File: src/rtl/ddr_model_pkg.sv
// Shared defaults and types for the behavioural DDR memory model.
package ddr_model_pkg;

  localparam int DDR_DATA_WIDTH = 32;
  localparam int DDR_DEPTH      = 1024;
  localparam int DDR_RD_LATENCY = 4;

  // One read-pipeline stage at the default word width: valid flag plus the word it carries.
  typedef struct packed {
    logic                      valid;
    logic [DDR_DATA_WIDTH-1:0] data;
  } rd_stage_t;

  // True when a word address falls inside a memory of the given depth.
  // Needed because DEPTH need not be a power of two.
  function automatic logic ddr_in_range(input int unsigned a, input int unsigned depth);
    return (a < depth) ? 1'b1 : 1'b0;
  endfunction

endpackage

File: src/rtl/ddr_rd_pipe.sv
// RD_LATENCY-stage valid/data delay line for read returns.
// A stage only reloads its data when a valid word arrives, so the final
// stage keeps presenting the last returned word between pulses.
module ddr_rd_pipe
  import ddr_model_pkg::*;
#(
  parameter int DATA_WIDTH = DDR_DATA_WIDTH,
  parameter int RD_LATENCY = DDR_RD_LATENCY
) (
  input  logic                  clk_i,
  input  logic                  rst_n_i,
  input  logic                  in_valid_i,
  input  logic [DATA_WIDTH-1:0] in_data_i,
  output logic                  out_valid_o,
  output logic [DATA_WIDTH-1:0] out_data_o
);

  typedef struct packed {
    logic                  valid;
    logic [DATA_WIDTH-1:0] data;
  } stage_t;

  stage_t stage_q [RD_LATENCY];
  stage_t stage_d [RD_LATENCY];

  // Next state: shift valid every cycle, move data only alongside a valid bit.
  always_comb begin
    for (int i = 0; i < RD_LATENCY; i++) begin
      stage_d[i] = stage_q[i];
    end
    stage_d[0].valid = in_valid_i;
    if (in_valid_i) begin
      stage_d[0].data = in_data_i;
    end else begin
      stage_d[0].data = stage_q[0].data;
    end
    for (int i = 1; i < RD_LATENCY; i++) begin
      stage_d[i].valid = stage_q[i-1].valid;
      if (stage_q[i-1].valid) begin
        stage_d[i].data = stage_q[i-1].data;
      end else begin
        stage_d[i].data = stage_q[i].data;
      end
    end
  end

  // Stage registers; the async clear drops every in-flight read and zeroes the output word.
  always_ff @(posedge clk_i or negedge rst_n_i) begin
    if (!rst_n_i) begin
      for (int i = 0; i < RD_LATENCY; i++) begin
        stage_q[i] <= '0;
      end
    end else begin
      stage_q <= stage_d;
    end
  end

  assign out_valid_o = stage_q[RD_LATENCY-1].valid;
  assign out_data_o  = stage_q[RD_LATENCY-1].data;

endmodule

File: config.mk
export PLATFORM = sky130hd
export DESIGN_NAME = ddr_rd_pipe
export DESIGN_NICKNAME = d
export VERILOG_FILES = /design/src/rtl/ddr_model_pkg.sv /design/src/rtl/ddr_rd_pipe.sv
export SDC_FILE = /design/constraint.sdc
export NUM_CORES = 1
export LEC_CHECK = 0
export ABC_AREA = 0
export CAP_MARGIN = 20
export CORE_MARGIN = 1
export CORE_UTILIZATION = 41
export CTS_BUF_LIST = sky130_fd_sc_hd__clkbuf_4 sky130_fd_sc_hd__clkbuf_8
export CTS_CLUSTER_SIZE = 30
export DETAILED_ROUTE_END_ITERATION = 8
export SYNTH_ARGS = -nofsm -noshare
export SYNTH_HDL_FRONTEND = slang
export SYNTH_SLANG_ARGS = --single-unit
File: constraint.sdc
create_clock -name clk_i -period 1.5 [get_ports clk_i]
set_clock_uncertainty 0.05 [all_clocks]
set_input_delay 0.225 -clock clk_i [delete_from_list [all_inputs] [get_ports clk_i]]
set_output_delay 0.225 -clock clk_i [all_outputs]
set_load 0.05 [all_outputs]
; ---- After elaboration in Yosys (flattened, before gate mapping)
; Index checks and enable logic that the tools add are counted.
[word_totals]
register_bits = 132
in_bits = 35
output_inout_bits = 33
word_cells = 8

; ---- Depth between registers and ports, before layout
[depth]
depth_word = 0
mapped_depth = 3
mapped_depth_nobuf = 1

; ---- Worst setup path after synthesis
; No wires, ideal clock.
[synth_timing]
path_type = reg2reg
startpoint = reg stage_q (netlist bit stage_d[32])
endpoint = reg stage_q (netlist bit out_data_o[10])
setup_ns = 0.125
t_arrival_ns = 0.923
required_ns = 1.325
path_slack_ns = 0.402
path_stages_with_launch = 4
path_buffers = 2
synth_period_minus_slack_ns = 1.098
cell_sequence = dfrtp_1 > buf_6 > buf_12 > mux2_4
[synth_lines]
columns = element, line
row1 = from (decl), ddr_rd_pipe.sv:23  ; stage_t stage_q [RD_LATENCY];
row2 = from (signal assigned), ddr_rd_pipe.sv:54  ; stage_q <= stage_d;
; No word-level cell between the ends.

; ---- Worst setup path in the final report
[layout_timing]
startpoint = reg stage_q (netlist bit out_data_o[0])
endpoint = out out_data_o[0]
[layout_lines]
columns = element, line
row1 = to (decl), ddr_rd_pipe.sv:15  ; output logic [DATA_WIDTH-1:0] out_data_o
; No word-level cell between the ends.

==> metrics.md <==
| Metric | Value |
|---|---|
| Static Leak | `3.30 nW` |
| Util after Layout | `52.1%` |
| Rel. slew slack | `72.6%` |
| Setup Crit Path Kind | `flip-flop to output port` |
| Buffers added on ports | `67` |
| Most frequent cells in the layout | `dfrtp_1, mux2_4, buf_12` |
| Most common cell after layout, fill and taps aside | `dfrtp_1` |
| Final worst setup slack | `176 ps` |
| Internal power | `0.00738 W` |
| GP Congestion | `0.694` |
| CP Cell Sequence | `buf_12` |
| Crit path max fanout | `2` |
| Fmax | `756 MHz` |
| Post-route minimum period | `1320 ps` |
| Filler cell count in the final layout | `1092` |
| Die H | `120 µm` |
| Tcrit/Tclk final | `88.2%` |
| Reg power frac | `45.3%` |
| Final ANT Viol Nets | `0` |
| Grt total ovfl | `0` |
| # rows | `42` |
| CP max stage delay | `440 ps` |
| Top cell family by delay on the critical path | `flip-flops` |
| CP bufs+invs | `1` |
| Worst-margin pin slew | `412 ps` |
| Number of global-route vias before repair | `2787` |
| Later-pin clock latency in the skew report | `430 ps` |
| Setup TNS | `0 ps` |
| WP depth | `1` |
| Worst setup EP type | `output port` |
| DR vias | `2477` |
| Synthesized cell area | `5720 µm²` |
| Setup violations, final | `0` |
| WL final | `8.89 mm` |
| Via density | `4.53` |
| First-pass GRT wire length | `14.6 mm` |
| DRT iter0 DRCs | `111` |
| Hold Crit Class | `input port to flip-flop` |
| Core Footprint | `13400 µm²` |
| RSZ-0062 raised after global routing | `no` |
| Switching part of the total | `28.4%` |
| Synth-to-Final Area Change | `22.0%` |
| Setup crit start kind | `flip-flop` |
| Io pins | `68` |
| Total power | `0.0103 W` |
| Reg2Reg Depth | `2` |
| Synth area leaders | `dfrtp_1, mux2_4, buf_12` |
| Peak supply drop | `558 µV` |
| Number of synthesized register bits | `132` |
| Status | `finished clean` |
| Worst-path clk slew | `70 ps` |
| Synth warn | `0` |
| Die Width | `120 µm` |
| Routed wire per std cell | `16.3 µm` |
| Max-Cap Viols | `0` |
| Cells resized by post-CTS repair | `0` |
| Final hold violation count | `0` |
| DRC Markers | `0` |
| Final #Nets | `394` |
| HPWL after detailed placement | `5.89 mm` |
| Worst path slowest cell | `dfrtp_1` |
| Largest net degree at the start of global routing | `41` |
| Clk network pwr share | `26.5%` |
| CTS sink count | `132` |
| Net Sw Power | `0.00292 W` |
| Syn_nets | `343` |
| Unique cell type count in the Yosys netlist | `6` |
| Maximum root-to-sink buffer count | `2` |
| Die area | `14400 µm²` |
| ANT cells | `0` |
| CTS H-tree lvls | `4` |
| Share of layout cells above drive strength 1 | `56.3%` |
| WP data arrival | `1050 ps` |
| TritonCTS Buffers | `17` |
| Initial Util | `42.7%` |
| Mean area per synthesized cell | `18.6 µm²` |
| Top cell type's share of synthesized area | `57.7%` |
| Seq/Total Area, Yosys | `57.7%` |
| Setup Buffers After CTS | `0` |
| Cell Pwr Density | `1480 nW/µm²` |
| Root Buffer | `clkbuf_8` |
| Hold Path Depth | `2` |
| Overall global routing resource usage | `13.7%` |
| Critical Path RT | `1220 ps` |
| Comb pwr share | `28.2%` |
| Fin. max-slew vios | `0` |
| CTS tree | `yes` |
| Place WS | `274 ps` |
| Synth area leader | `dfrtp_1` |
| Initial antenna violation count | `0` |
| Detailed-router iteration count before antenna repair | `4` |
| Post-Syn Instances | `308` |
==> cells by family (layout without fill, tap and decap cells) <==
logic type,after synthesis,after routing,share of synthesized area (%)
buffers and inverters,48,111,9.19
muxes,128,128,33.1
DFF,132,132,57.7
==> stage by stage <==
stage / cell area, µm² / std cells / hold slack [ps]
final: 6980 / 547 / 128
after global routing: 6980 / 547 / 109
after CTS: 6980 / 547 / 95.1
after detailed placement: 6590 / 515 / 127
after global placement: 6590 / 515 / 123
after floorplan: 5720 / 308 / -121
==> state kept, by name, summed over array words and instances (netlist names) <==
register	count
out_data_o	32
stage_d	3
out_valid_o	1
stage_q	96
==> synth_stat cells, drive strengths merged <==
| library cell | count |
|---|---|
| mux2 | 128 |
| buf | 48 |
| dfrtp | 132 |
==> final cells by class <==
class	count	area (µm²)	share of cell area [%]
flip-flops and latches	132	3310	47.4
multi-input cells	128	1890	27.1
clock buffers	27	353	5.06
clock inverters	4	20.0	0.287
repair buffers	80	1180	17.0
well taps	176	220	3.16
==> final timing paths <==
check / from / to / slack, ps
worst max-delay path: out_data_o[0] / out_data_o[0] / 180
worst min-delay path: in_valid_i / stage_d[98] / 130
worst max register to register: stage_d[98] / stage_q[79] / 270
worst min register to register: stage_q[130] / stage_q[130] / 450
max in group asynchronous: rst_n_i / out_data_o[21] / 640
min in group asynchronous: rst_n_i / out_data_o[17] / 230
==> layer usage <==
metal,vias up,GRT usage (%),part of all wire [%]
met1,1279,17.6,47
met4,0,7.50,1.5
met2,56,20.8,47
met3,10,3.94,3.9
met5,-,0,0
li1,1132,-,-
==> timing repair <==
action | CTS | global route
endpoints found under the setup margin | 0 | 0
endpoints found under the hold margin | 57 | 0
hold buffers | 1 | 0
==> power by group through the flow <==
stage                     logic, W  clock network [W]  registers [W]
after floorplan            0.00216                  0        0.00446
after global placement     0.00289                  0        0.00473
after detailed placement   0.00294                  0        0.00474
after CTS                  0.00294            0.00284        0.00468
after global routing       0.00302            0.00298        0.00475
final                      0.00290            0.00273        0.00467
Note: power is estimated with default switching activity, not from simulation.
==> RTL change (same flow settings) <==
Set the package constant `DDR_RD_LATENCY` to 2 (it was 4).
--- a/src/rtl/ddr_model_pkg.sv
+++ b/src/rtl/ddr_model_pkg.sv
@@ -3,7 +3,7 @@
 
   localparam int DDR_DATA_WIDTH = 32;
   localparam int DDR_DEPTH      = 1024;
-  localparam int DDR_RD_LATENCY = 4;
+  localparam int DDR_RD_LATENCY = 2;
 
   // One read-pipeline stage at the default word width: valid flag plus the word it carries.
   typedef struct packed {
Function: changed (Yosys sat finds a counterexample within 4 cycles, from zero or initial values and one cycle with rst_n_i low).
==> RTL change against the original RTL <==
  * Clock power shrank 46%
  * Register-to-register slack gained 0.03 ns
  * Count of clock-buffer cells in the layout down 15
  * Sequential cell count decreased by 66
  * Total power shrank 49%
  * Sequential share of layout area down 5.7 points
  * Cell area fell by 43%
  * Setup slack better by 0.11 ns
  * Routed wire length shrank 44%
  * Worst hold slack better by 0.098 ns
  * Area after synthesis down 48%
==> RTL change: results (changes against the original RTL) <==
Synthesis
  – Proportion of synthesized chip area in sequential cells: 0.554 (-0.0233)
  – Mapped Nets: 205 (-40%)
  – Largest cells by area after synthesis: sky130_fd_sc_hd__dfrtp_1 (55%), sky130_fd_sc_hd__mux2_4 (30%), sky130_fd_sc_hd__buf_4 (8.1%), sky130_fd_sc_hd__buf_12 (4.0%), sky130_fd_sc_hd__mux2_2 (1.5%)

CTS
  – Clock Latency Late Sink: 0.34 ns (-0.09 ns)
  – CTS Buf Count: 9 (-8)

Power and ir drop
  – Power Sequential: 2.21 mW (-53%)
  – Clock Power Share: 0.281 (+0.016)
  – Leakage component of the power: 1.86 nW (-44%)
  – Total power per unit cell area: 1320 nW/um^2 (-11%)

Worst setup path
  – Arr. time, crit path: 0.94 ns (-0.11 ns)
  – R2r setup slk: 0.30 ns (+0.03 ns)
  – Timing startpoint of the critical path: out_data_o[22]$_DFFE_PN0P_

Timing
  – Headroom to the max-slew limit: 0.765 (+0.0398)

Drt
  – Post-DR wirelength/cell: 16.0 um (-1.4%)
  – Via count: 1388 (-44%)
  – Met2 layer wire length in the routed design: 2250 um (-46%)
  – Pre-Repair DR Iteration Count: 2 (-2)
  – Iteration-0 DRC count of the detailed router: 38 (-66%)
  – Wire length on met1: 2360 um (-44%)
  – Wire length on met3: 257 um (-26%)

GRT
  – Largest net degree at the start of global routing: 67 (+63%)
  – Fraction of met2 tracks used by global routing: 0.210 (+0.00261)
  – Met1 Usage GRT: 0.210 (+0.0334)
  – GR Util All Layers: 0.152 (+0.0152)
  – Met3 Resource Use GR: 0.0389 (-0.000586)
  – First-pass GRT wire length: 8430 um (-42%)

Run status
  – Result of the run: complete, no violations

Placement
  – Sum of net half-perimeters after detailed placement: 3190 um (-46%)
## RTL change: repair_timing
| action | in CTS | in global routing |
|---|---|---|
| endpoints found under the hold margin | 66 | 0 |
| endpoints found under the setup margin | 0 | 0 |
| hold buffers | 1 | 0 |
## RTL change: through the flow
stage / cells / cell area [um^2] / hold WS [ns] / setup slack (ns) / utilization
after floorplan: 170 / 2980 / -0.121 / 0.402 / -
after global placement: 297 / 3760 / 0.213 / 0.327 / 0.545
after detailed placement: 297 / 3760 / 0.221 / 0.298 / 0.545
after CTS: 313 / 3970 / 0.214 / 0.270 / 0.574
after global routing: 313 / 3970 / 0.221 / 0.256 / 0.574
final: 313 / 3970 / 0.226 / 0.288 / 0.574
## RTL change: final cells by class
class	count	share of cell area
Clock buffer	12	0.0385
Clock inverter	3	0.0101
Sequential cell	66	0.417
Tap cell	96	0.0303
Multi-Input combinational cell	64	0.238
Timing Repair Buffer	72	0.266
## RTL change: logic make-up after synthesis
family   count (synthesis)
buf+inv                 40
mux                     64
flops                   66
